`src/rtl/peridot_phy_rxd.sv`:
```
// peridot_phy_rxd: UART 8N1 receive PHY for the PERIDOT host bridge.
// Synchronises rxd, finds the start bit, samples each bit at mid-bit, and
// hands finished bytes to a ready/valid source. Framing and overrun errors
// come out as one-clock pulses.
// Optional build macro: PERIDOT_PHY_RXD_MAJORITY_EN (2-of-3 majority bit
// decisions and a two-sample start-edge qualifier). Ports are identical in
// both builds.
module peridot_phy_rxd #(
    parameter int CLOCK_FREQUENCY = 50000000,
    parameter int UART_BAUDRATE   = 115200
) (
    input  logic       clk,
    input  logic       reset_n,
    input  logic       rxd,
    input  logic       out_ready,
    output logic       out_valid,
    output logic [7:0] out_data,
    output logic       err_framing,
    output logic       err_overrun
);

    localparam int          BITDIV       = CLOCK_FREQUENCY / UART_BAUDRATE;
    localparam logic [11:0] CLOCK_DIVNUM = 12'(BITDIV - 1);
    localparam logic [11:0] HALF_DIVNUM  = 12'(BITDIV / 2 - 1);
`ifdef PERIDOT_PHY_RXD_MAJORITY_EN
    // The edge qualifier costs one clock and the vote finishes one clock after
    // divider 0, so start one count early: the three votes then straddle the
    // point the single-sample build would use.
    localparam logic [11:0] START_LOAD   = HALF_DIVNUM - 12'd1;
`else
    localparam logic [11:0] START_LOAD   = HALF_DIVNUM;
`endif

    typedef enum logic [2:0] {
        ST_IDLE,
        ST_START,
        ST_DATA,
        ST_STOP,
        ST_BREAK
    } state_t;

    state_t      state;
    logic [11:0] div;
    logic [3:0]  bitcount;
    logic [7:0]  shift;

    logic [1:0]  sync_q;
    logic        rxd_s;
    logic        rxd_h;
    logic        fall_edge;
    logic        in_frame;
    logic        div_zero;
    logic        bit_tick;
    logic        bit_val;

    assign rxd_s    = sync_q[1];
    assign in_frame = (state == ST_START) || (state == ST_DATA) || (state == ST_STOP);
    assign div_zero = (div == 12'd0);

    // Two-flop synchroniser plus one history flop for edge detection
    always_ff @(posedge clk or negedge reset_n) begin
        if (!reset_n) begin
            sync_q <= 2'b11;
            rxd_h  <= 1'b1;
        end else begin
            sync_q <= {sync_q[0], rxd};
            rxd_h  <= rxd_s;
        end
    end

`ifdef PERIDOT_PHY_RXD_MAJORITY_EN
    logic rxd_h2;
    logic smp1;
    logic smp0;
    logic pend;

    // Older history for the start qualifier, and the first two votes of each bit
    always_ff @(posedge clk or negedge reset_n) begin
        if (!reset_n) begin
            rxd_h2 <= 1'b1;
            smp1   <= 1'b1;
            smp0   <= 1'b1;
            pend   <= 1'b0;
        end else begin
            rxd_h2 <= rxd_h;
            if (div == 12'd1) smp1 <= rxd_s;
            if (div_zero)     smp0 <= rxd_s;
            pend   <= in_frame && div_zero;
        end
    end

    // Start needs high followed by two consecutive lows; the bit decision
    // lands the clock after divider 0, using the live sample as third vote.
    assign fall_edge = rxd_h2 && !rxd_h && !rxd_s;
    assign bit_tick  = pend;
    assign bit_val   = (smp1 & smp0) | (smp1 & rxd_s) | (smp0 & rxd_s);
`else
    assign fall_edge = rxd_h && !rxd_s;
    assign bit_tick  = in_frame && div_zero;
    assign bit_val   = rxd_s;
`endif

    // Receiver FSM with divider, shifter and registered stream/error outputs
    always_ff @(posedge clk or negedge reset_n) begin
        if (!reset_n) begin
            state       <= ST_IDLE;
            div         <= 12'd0;
            bitcount    <= 4'd0;
            shift       <= 8'h00;
            out_valid   <= 1'b0;
            out_data    <= 8'h00;
            err_framing <= 1'b0;
            err_overrun <= 1'b0;
        end else begin
            err_framing <= 1'b0;
            err_overrun <= 1'b0;
            if (out_valid && out_ready) out_valid <= 1'b0;
            if (in_frame) div <= div_zero ? CLOCK_DIVNUM : div - 12'd1;

            case (state)
                ST_IDLE: begin
                    if (fall_edge) begin
                        div   <= START_LOAD;
                        state <= ST_START;
                    end
                end
                ST_START: begin
                    if (bit_tick) begin
                        if (!bit_val) begin
                            bitcount <= 4'd8;
                            state    <= ST_DATA;
                        end else begin
                            state <= ST_IDLE;   // false start, silently ignored
                        end
                    end
                end
                ST_DATA: begin
                    if (bit_tick) begin
                        shift    <= {bit_val, shift[7:1]};
                        bitcount <= bitcount - 4'd1;
                        if (bitcount == 4'd1) state <= ST_STOP;
                    end
                end
                ST_STOP: begin
                    if (bit_tick) begin
                        if (bit_val) begin
                            // A byte accepted this same clock frees the holder
                            if (!out_valid || out_ready) begin
                                out_data  <= shift;
                                out_valid <= 1'b1;
                            end else begin
                                err_overrun <= 1'b1;
                            end
                            state <= ST_IDLE;
                        end else begin
                            err_framing <= 1'b1;
                            state       <= ST_BREAK;
                        end
                    end
                end
                ST_BREAK: begin
                    // Held-low line: wait for idle so a break gives one pulse
                    if (rxd_s) state <= ST_IDLE;
                end
                default: state <= ST_IDLE;
            endcase
        end
    end

endmodule

```
`config.mk`:
```
export PLATFORM = sky130hd
export DESIGN_NAME = peridot_phy_rxd
export DESIGN_NICKNAME = d
export VERILOG_FILES = /design/src/rtl/peridot_phy_rxd.sv
export SDC_FILE = /design/constraint.sdc
export NUM_CORES = 1
export LEC_CHECK = 0
export ABC_AREA = 1
export CORE_UTILIZATION = 45
export CTS_CLUSTER_DIAMETER = 60
export DETAILED_ROUTE_END_ITERATION = 8
export HOLD_SLACK_MARGIN = 0.02
export SLEW_MARGIN = 15
export SYNTH_ARGS = -nofsm -noshare
export SYNTH_HDL_FRONTEND = slang
export SYNTH_SLANG_ARGS = --single-unit
```
`constraint.sdc`:
```
create_clock -name clk -period 1.9 [get_ports clk]
set_input_delay 0.475 -clock clk [delete_from_list [all_inputs] [get_ports clk]]
set_output_delay 0.475 -clock clk [all_outputs]
set_load 0.02 [all_outputs]
```
==> flow_metrics.tcl, run 1 <==
set metrics [dict create \
    wl_per_cell_um 12.5 \
    clock-sinks 41 \
    grt_max_degree 29 \
    placed_area_um2 2280 \
    drive_above_1_share 0.125 \
    antennaDiodeCount 0 \
    relSlewSlack 0.583 \
    worst_pin_slew_ns 0.626 \
    pin_count 15 \
    initial_core_util 0.471 \
    yosys.area.top_type "dfrtp_1" \
    dieArea_um2 4860 \
    rows 24 \
    dp.cells 315 \
    numCtsBuffers 5 \
    critical-path-max-stage-delay_ns 0.61 \
    crit_chain "clkdlybuf4s50_1" \
    synth-simple-area-share 0.319 \
    ys_ff_latch 41 \
    crit_fanout 2 \
    multiInputGateArea_um2 895 \
    setup.worst_path.start_class "register" \
    synth.area.mux_share 0 \
    root_buffer "clkbuf_8" \
    yosysTopAreaCellShare 0.461 \
    worstPathRequired_ns 1.42 \
    post-route-cell-area_um2 2400 \
    synth_top_family_by_area "simple AND/OR/NAND/NOR gates" \
    post_cts_resized 0 \
    max_cap_viol_count 0 \
    grt_antenna_before_repair 0 \
    period_share 0.910 \
    cp.buffers_inverters 1 \
    gp_congestion 0.800 \
    ctsHtreeMaxLevel 2 \
    yosysWarnings 0 \
    synth_area_per_cell_um2 8.36 \
    syn_inst 247 \
    hold_buffers 0 \
    synthDistinctLibCells 27 \
    critPathCaptureType "output port" \
    syn_area_um2 2060 \
    holdWs_ns 0.189 \
    rr_worst_depth 7 \
    synth_area_leaders "dfrtp_1 46%, nand2_1 11%, nand3_1 6.5%" \
    r2r_slack_ns 0.21 \
    place_ws_ns 0.162 \
    path_delay_family "buffers and inverters" \
    r2r-start "div[0]$_DFF_PN0_" \
    hold_viol 0 \
    ir_drop_uv 674 \
    routed_wl_mm 4.04 \
    synth_fa_ha_area_frac 0.0242 \
    synth_xor_area_frac 0.0212 \
    coreArea_um2 4380 \
    drt_iter0_drc 78 \
    fin_cells 323 \
    rsz0062_at_grt "false" \
    p_per_area_nw_per_um2 1210 \
    grt_pass1_vias 1512 \
    die_h_um 69.7 \
    worst_slack_ns 0.171 \
    cp.arrival_ns 1.25 \
    hp-class "in2async" \
    yosysSeqAreaShare 0.499 \
    nFillCells 413 \
    antenna_left 0 \
    track_usage 0.185 \
    dr.pass1.iters 5 \
    cts_setup_buffers 0 \
    skew_ns 0.00748 \
    r2r_end "err_overrun$_DFF_PN0_" \
    slowest_stage "clkdlybuf4s50_1" \
    synth_fp_nets 255 \
    dp_hpwl_mm 3.10 \
    clk_pin_slew_worst_paths_ns 0.08 \
    num_vias 1589 \
    clk_latency_ns 0.29 \
    outcome "completed" \
    nets 278 \
    crit_type "reg2out" \
    io_buffers 14 \
    drcViolationCount 0 \
    drv_slew 0 \
    p_leak_nw 1.19 \
    grt_pass1_wl_mm 7.05 \
    cts_tree "yes" \
    syn_to_final_growth_pct 16.4 \
    cts.path.max_buffers 2 \
    register_area_um2 1030 \
    die_x_um 69.7 \
    vias_per_cell 4.92 \
    tns_ns 0 \
    overflow 0 \
    synth_compound_area_frac 0.0691 \
    fmax_mhz 578 \
    finalSetupViolations 0 \
    min_period_ns 1.73 \
]
[worst reg2reg max path: cells and delay by family, from the launching register on]
family	cells	cell delay, ns
fa+ha+maj	1	0.19
buf+inv	1	0.11
simple gates	5	0.89
flops	1	0.42
[cell type report]
cell class / count / share of cell area
Sequential cell: 41 / 0.429
Multi-Input combinational cell: 169 / 0.372
Timing Repair Buffer: 17 / 0.0656
Inverter: 36 / 0.0563
Clock buffer: 6 / 0.0344
Tap cell: 52 / 0.0271
Clock inverter: 2 / 0.0156
[cell usage after synthesis, drive strengths merged]
master  count
nand2      63
dfrtp      38
inv        36
nand3      30
nor2       30
o21ai      19
a21oi       5
ha          4
nand4       4
dfstp       3
nand3b      3
nor3        3
xor2        3
xnor2       2
a31oi       1
buf         1
o22ai       1
or2         1
[where the power goes]
part	total (mW)	internal (mW)	leakage (nW)	switching [mW]
clock	0.731	0.427	0.0574	0.304
sequential	1.17	1.03	0.533	0.147
combinational	1.00	0.338	0.600	0.664
total	2.91	1.79	1.19	1.12
[flip-flops by register name, summed over array words and instances, names as in the netlist]
| signal | count |
|---|---|
| rxd_h | 1 |
| out_valid | 1 |
| sync_q | 2 |
| shift | 8 |
| err_framing | 1 |
| div | 12 |
| err_overrun | 1 |
| state | 3 |
| bitcount | 4 |
| out_data | 8 |
[metrics by stage]
| stage | power [mW] | util |
|---|---|---|
| final | 2.91 | 0.548 |
| after global routing | 3.14 | 0.548 |
| after CTS | 2.93 | 0.548 |
| after detailed placement | 2.20 | 0.521 |
| after global placement | 2.18 | 0.521 |
| after floorplan | 1.98 | - |
[worst max path at each step]
| stage | slack, ns | end | cells after the start | startpoint |
|---|---|---|---|---|
| final | 0.17 | out_data[2] | 1 | out_data[2]$_DFFE_PN0P_ |
| after global routing | 0.04 | div[11]$_DFF_PN0_ | 9 | div[0]$_DFF_PN0_ |
| after floorplan | 0.52 | div[9]$_DFF_PN0_ | 9 | div[0]$_DFF_PN0_ |
| after CTS | 0.16 | out_data[2] | 1 | out_data[2]$_DFFE_PN0P_ |
| after detailed placement | 0.16 | out_data[3]$_DFFE_PN0P_ | 6 | out_ready |
| after global placement | 0.20 | out_data[0]$_DFFE_PN0P_ | 6 | out_ready |
[layer usage]
metal	GRT usage	wire length (um)
met1	0.265	2100
met2	0.282	1800
met3	0.0436	103
met4	0.0533	42
met5	0	0
[cells by family after synthesis]
family,after synthesis
AO/OA/AOI/OAI,26
XOR/XNOR,5
adder cells (fa/ha/maj),4
buffers and inverters,37
flip-flops,41
AND/OR/NAND/NOR,134
[layout by cell type, fill, tap and decap left out, types with 2 or more instances in the layout]
cell type / instances
xor2_1: 3
nand3_1: 27
nand4_1: 3
a21oi_1: 4
nand3_2: 2
nor2_1: 21
nand3b_1: 3
clkdlybuf4s50_1: 13
nand2_1: 61
nor3_1: 3
dfstp_2: 3
clkbuf_8: 6
o21ai_0: 13
inv_2: 2
dfrtp_1: 38
nor2_4: 5
nor2_2: 4
xnor2_1: 2
ha_1: 4
o21ai_1: 6
inv_1: 34
nand2_2: 2
buf_4: 3
No activity file was read; power rests on OpenSTA's default activity.
==> run 2: changes to the inputs <==
--- a/config.mk
+++ b/config.mk
@@ -6,11 +6,12 @@
 export NUM_CORES = 1
 export LEC_CHECK = 0
 export ABC_AREA = 1
+export CORE_ASPECT_RATIO = 1.1
 export CORE_UTILIZATION = 45
 export CTS_CLUSTER_DIAMETER = 60
 export DETAILED_ROUTE_END_ITERATION = 8
 export HOLD_SLACK_MARGIN = 0.02
-export SLEW_MARGIN = 15
+export SLEW_MARGIN = 5
 export SYNTH_ARGS = -nofsm -noshare
 export SYNTH_HDL_FRONTEND = slang
 export SYNTH_SLANG_ARGS = --single-unit
==> run 2 against run 1 <==
Against the previous run:
- cell count increased by 0.93%
- wire length decreased by 0.17%
- clock skew decreased by 0.0020 ns
- fmax decreased by 0.61%
- largest power group unchanged
- design area decreased by 0.36%
- largest cell class unchanged
- first-iteration DRC count decreased by 63%
- setup slack got worse by 0.011 ns
- total power decreased by 2.6%
- global-route usage increased by 0.86 points
- clock power decreased by 15%
- sequential share of layout area increased by 0.16 points
==> flow_metrics.tcl, run 2 (same netlist as run 1, synthesis figures left out) <==
set metrics [dict create \
    skew_ns 0.00545 \
    period_share 0.916 \
    reg.largest.list "div (12), out_data (8), shift (8)" \
    ctsHtreeMaxLevel 2 \
    drv_slew 0 \
    initial_core_util 0.475 \
    drcViolationCount 0 \
    p_leak_nw 1.19 \
    hold_viol 0 \
    p_per_area_nw_per_um2 1180 \
    vias_per_cell 5.02 \
    nets 279 \
    min_period_ns 1.74 \
    post_cts_resized 0 \
    rows 25 \
    grt_max_degree 42 \
    antenna_left 0 \
    clk_pin_slew_worst_paths_ns 0.08 \
    cp.buffers_inverters 1 \
    dr.pass1.iters 5 \
    numCtsBuffers 5 \
    outcome "completed" \
    pin_count 15 \
    coreArea_um2 4350 \
    antennaDiodeCount 0 \
    hold_buffers 0 \
    overflow 0 \
    final_common_cell "nand2_1" \
    root_buffer "clkbuf_8" \
    regMostFlops "div" \
    cp.arrival_ns 1.26 \
    critPathCaptureType "output port" \
    crit_chain "clkdlybuf4s50_1" \
    slowest_stage "clkdlybuf4s50_1" \
    drive_above_1_share 0.129 \
    nFillCells 420 \
    hp-class "in2async" \
    clock-sinks 41 \
    path_delay_family "buffers and inverters" \
    wl_per_cell_um 12.4 \
    die_x_um 66.6 \
    largest_register_ffs 12 \
    track_usage 0.194 \
    worstPathRequired_ns 1.42 \
    relSlewSlack 0.651 \
    grt_pass1_vias 1542 \
    tns_ns 0 \
    num_vias 1636 \
    cts_setup_buffers 0 \
    power_mw 2.83 \
    io_buffers 14 \
    cts.path.max_buffers 2 \
    fmax_mhz 575 \
    finalSetupViolations 0 \
    max_cap_viol_count 0 \
    worst_pin_slew_ns 0.524 \
    syn_to_final_growth_pct 15.9 \
    rsz0062_at_grt "false" \
    gp_congestion 0.786 \
    register_area_um2 1030 \
    routed_wl_mm 4.03 \
    grt_antenna_before_repair 0 \
    grt_pass1_wl_mm 7.10 \
    drt_iter0_drc 29 \
    dp_hpwl_mm 3.01 \
    holdWs_ns 0.240 \
    die_h_um 73.0 \
    crit_type "reg2out" \
    cts_tree "yes" \
    dieArea_um2 4860 \
    clk_latency_ns 0.29 \
    critical-path-max-stage-delay_ns 0.61 \
    setup.worst_path.start_class "register" \
    crit_fanout 2 \
    final_cell_mix "61 x nand2_1, 38 x dfrtp_1, 34 x inv_1" \
    ir_drop_uv 491 \
    multiInputGateArea_um2 895 \
]
## run 2: final timing paths
path	slack [ns]	from	end	depth (start not counted)
setup / recovery	0.16	out_data[7]$_DFFE_PN0P_	out_data[7]	1
hold / removal	0.24	reset_n	shift[5]$_DFFE_PN0P_	2
setup reg to reg	0.22	div[0]$_DFF_PN0_	div[11]$_DFF_PN0_	9
hold reg to reg	0.36	sync_q[0]$_DFF_PN1_	sync_q[1]$_DFF_PN1_	0
max in group asynchronous	1.28	reset_n	rxd_h$_DFF_PN1_	2
min in group clk	0.36	sync_q[0]$_DFF_PN1_	sync_q[1]$_DFF_PN1_	0
## run 2: per-stage QoR
| stage | utilization | worst slack [ns] | instance area (um^2) | cells |
|---|---|---|---|---|
| floorplan | - | 0.524 | 2060 | 247 |
| global placement | 0.527 | 0.193 | 2290 | 318 |
| detailed placement | 0.527 | 0.142 | 2290 | 318 |
| CTS | 0.551 | 0.152 | 2390 | 326 |
| global route | 0.551 | 0.0825 | 2390 | 326 |
| finish | 0.551 | 0.160 | 2390 | 326 |
## run 2: layout make-up
class	instances	share of cell area
Inverter	36	0.0565
Sequential cell	41	0.430
Clock buffer	7	0.0403
Timing Repair Buffer	18	0.0690
Clock inverter	1	0.00209
Tap cell	54	0.0282
Multi-Input combinational cell	169	0.374
## run 2: metal layers
| metal | global-route usage | share of wire | up-vias |
|---|---|---|---|
| met5 | 0 | 0 | - |
| met4 | 0.0567 | 0.011 | 0 |
| met3 | 0.0469 | 0.024 | 4 |
| met2 | 0.315 | 0.49 | 18 |
| met1 | 0.254 | 0.47 | 784 |
| li1 | - | - | 830 |
## run 2: power by group
group	internal, mW	switching, mW
Sequential	1.03	0.153
Clock	0.328	0.297
Combinational	0.357	0.671
Total	1.71	1.12
==> run 3: changes to the inputs <==
--- a/config.mk
+++ b/config.mk
@@ -11,7 +11,8 @@
 export CTS_CLUSTER_DIAMETER = 60
 export DETAILED_ROUTE_END_ITERATION = 8
 export HOLD_SLACK_MARGIN = 0.02
-export SLEW_MARGIN = 5
+export PLACE_DENSITY = 0.72
+export SLEW_MARGIN = 30
 export SYNTH_ARGS = -nofsm -noshare
 export SYNTH_HDL_FRONTEND = slang
 export SYNTH_SLANG_ARGS = --single-unit
==> run 3 against run 2 <==
Against the previous run:
- cell count is 0.31% lower
- clock power shrank 7.2%
- total power decreased by 2.6%
- fmax is 1.1% lower
- wire length decreased by 3.3%
- setup slack got worse by 0.019 ns
- largest cell class unchanged
- non-clock buffer count shrank 1
- hold slack lost 0.099 ns
- largest power group unchanged
- core utilization down 0.43 points
- sequential share of layout area increased by 0.34 points
- critical path depth unchanged
- highest routed layer unchanged
- clock skew is 0.0087 ns higher
==> flow_metrics.tcl, run 3 (same netlist as run 1, synthesis figures left out) <==
set metrics [dict create \
    root_buffer "clkbuf_8" \
    final_core_util 0.546 \
    post_cts_resized 0 \
    nFillCells 399 \
    grt_max_degree 23 \
    final_common_cell "nand2_1" \
    hold_viol 0 \
    finalSetupViolations 0 \
    min_period_ns 1.76 \
    overflow 0 \
    dieArea_um2 4860 \
    cts.path.max_buffers 2 \
    rsz0062_at_grt "false" \
    max_cap_viol_count 0 \
    grt_pass1_wl_mm 7.05 \
    tns_ns 0 \
    p_per_area_nw_per_um2 1160 \
    grt_antenna_before_repair 0 \
    path_delay_family "buffers and inverters" \
    period_share 0.926 \
    die_h_um 73.0 \
    io_buffers 14 \
    cp.arrival_ns 1.28 \
    clk_pin_slew_worst_paths_ns 0.08 \
    cp.buffers_inverters 1 \
    outcome "completed" \
    ctsHtreeMaxLevel 2 \
    critical-path-max-stage-delay_ns 0.62 \
    nets 278 \
    cts_tree "yes" \
    clk_latency_ns 0.29 \
    final_cell_mix "61 x nand2_1, 38 x dfrtp_1, 34 x inv_1" \
    drv_slew 0 \
    cp.depth 1 \
    ir_drop_uv 701 \
    slowest_stage "clkdlybuf4s50_1" \
    clock-sinks 41 \
    drive_above_1_share 0.118 \
    regMostFlops "div" \
    pin_count 15 \
    largest_register_ffs 12 \
    rows 25 \
    track_usage 0.191 \
    worst_pin_slew_ns 0.494 \
    setup.worst_path.start_class "register" \
    dr.pass1.iters 4 \
    reg.largest.list "div (12), out_data (8), shift (8)" \
    crit_chain "clkdlybuf4s50_1" \
    crit_type "reg2out" \
    num_vias 1619 \
    cts_setup_buffers 0 \
    syn_to_final_growth_pct 15.0 \
    drt_iter0_drc 110 \
    hold_buffers 0 \
    gp_congestion 0.800 \
    grt_pass1_vias 1590 \
    hp-class "in2async" \
    rr_worst_depth 9 \
    numCtsBuffers 5 \
    coreArea_um2 4350 \
    worstPathRequired_ns 1.42 \
    initial_core_util 0.475 \
    fmax_mhz 569 \
    antennaDiodeCount 0 \
    die_x_um 66.6 \
    relSlewSlack 0.671 \
    dp_hpwl_mm 2.95 \
    crit_fanout 2 \
    vias_per_cell 4.98 \
    p_leak_nw 1.18 \
    drcViolationCount 0 \
    critPathCaptureType "output port" \
    skew_ns 0.0141 \
    antenna_left 0 \
    routed_wl_mm 3.90 \
    wl_per_cell_um 12.0 \
]
## run 3: routing by layer
metal  vias up  routed length [um]  GRT usage
li1        837                   -          -
met2        25                1790      0.294
met4         0                  31     0.0567
met3         2                 134     0.0516
met1       755                1940      0.261
met5         -                   0          0
## run 3: power by group
part / total [mW] / switching [mW] / internal, mW
registers: 1.17 / 0.141 / 1.03
clock network: 0.580 / 0.284 / 0.296
logic: 1.01 / 0.675 / 0.337
## run 3: final timing paths
kind                       slack, ns                    start                 endpoint
max in group asynchronous       1.21                  reset_n  bitcount[2]$_DFFE_PN0P_
hold / removal                  0.14                  reset_n     shift[5]$_DFFE_PN0P_
min in group clk                0.36      sync_q[0]$_DFF_PN1_      sync_q[1]$_DFF_PN1_
setup / recovery                0.14  out_data[5]$_DFFE_PN0P_              out_data[5]
setup reg to reg                0.27         div[0]$_DFF_PN0_        div[11]$_DFF_PN0_
hold reg to reg                 0.36      sync_q[0]$_DFF_PN1_      sync_q[1]$_DFF_PN1_
## run 3: metrics by stage
step,setup slack (ns),cell area [um^2],cells,hold WS (ns),power [mW]
6_report,0.141,2370,325,0.141,2.76
5_1_grt,0.0714,2370,325,0.167,3.01
4_1_cts,0.141,2370,325,0.160,2.77
3_5_place_dp,0.141,2280,317,0.348,2.19
3_3_place_gp,0.196,2280,317,0.346,2.16
2_1_floorplan,0.524,2060,247,0.179,1.98
## run 3: final cells by class
| class | instances | area (um^2) | share of cell area |
|---|---|---|---|
| Timing Repair Buffer | 17 | 158 | 0.0664 |
| Sequential cell | 41 | 1030 | 0.434 |
| Tap cell | 54 | 67.6 | 0.0285 |
| Multi-Input combinational cell | 169 | 895 | 0.377 |
| Inverter | 36 | 135 | 0.0569 |
| Clock buffer | 8 | 90.1 | 0.0379 |
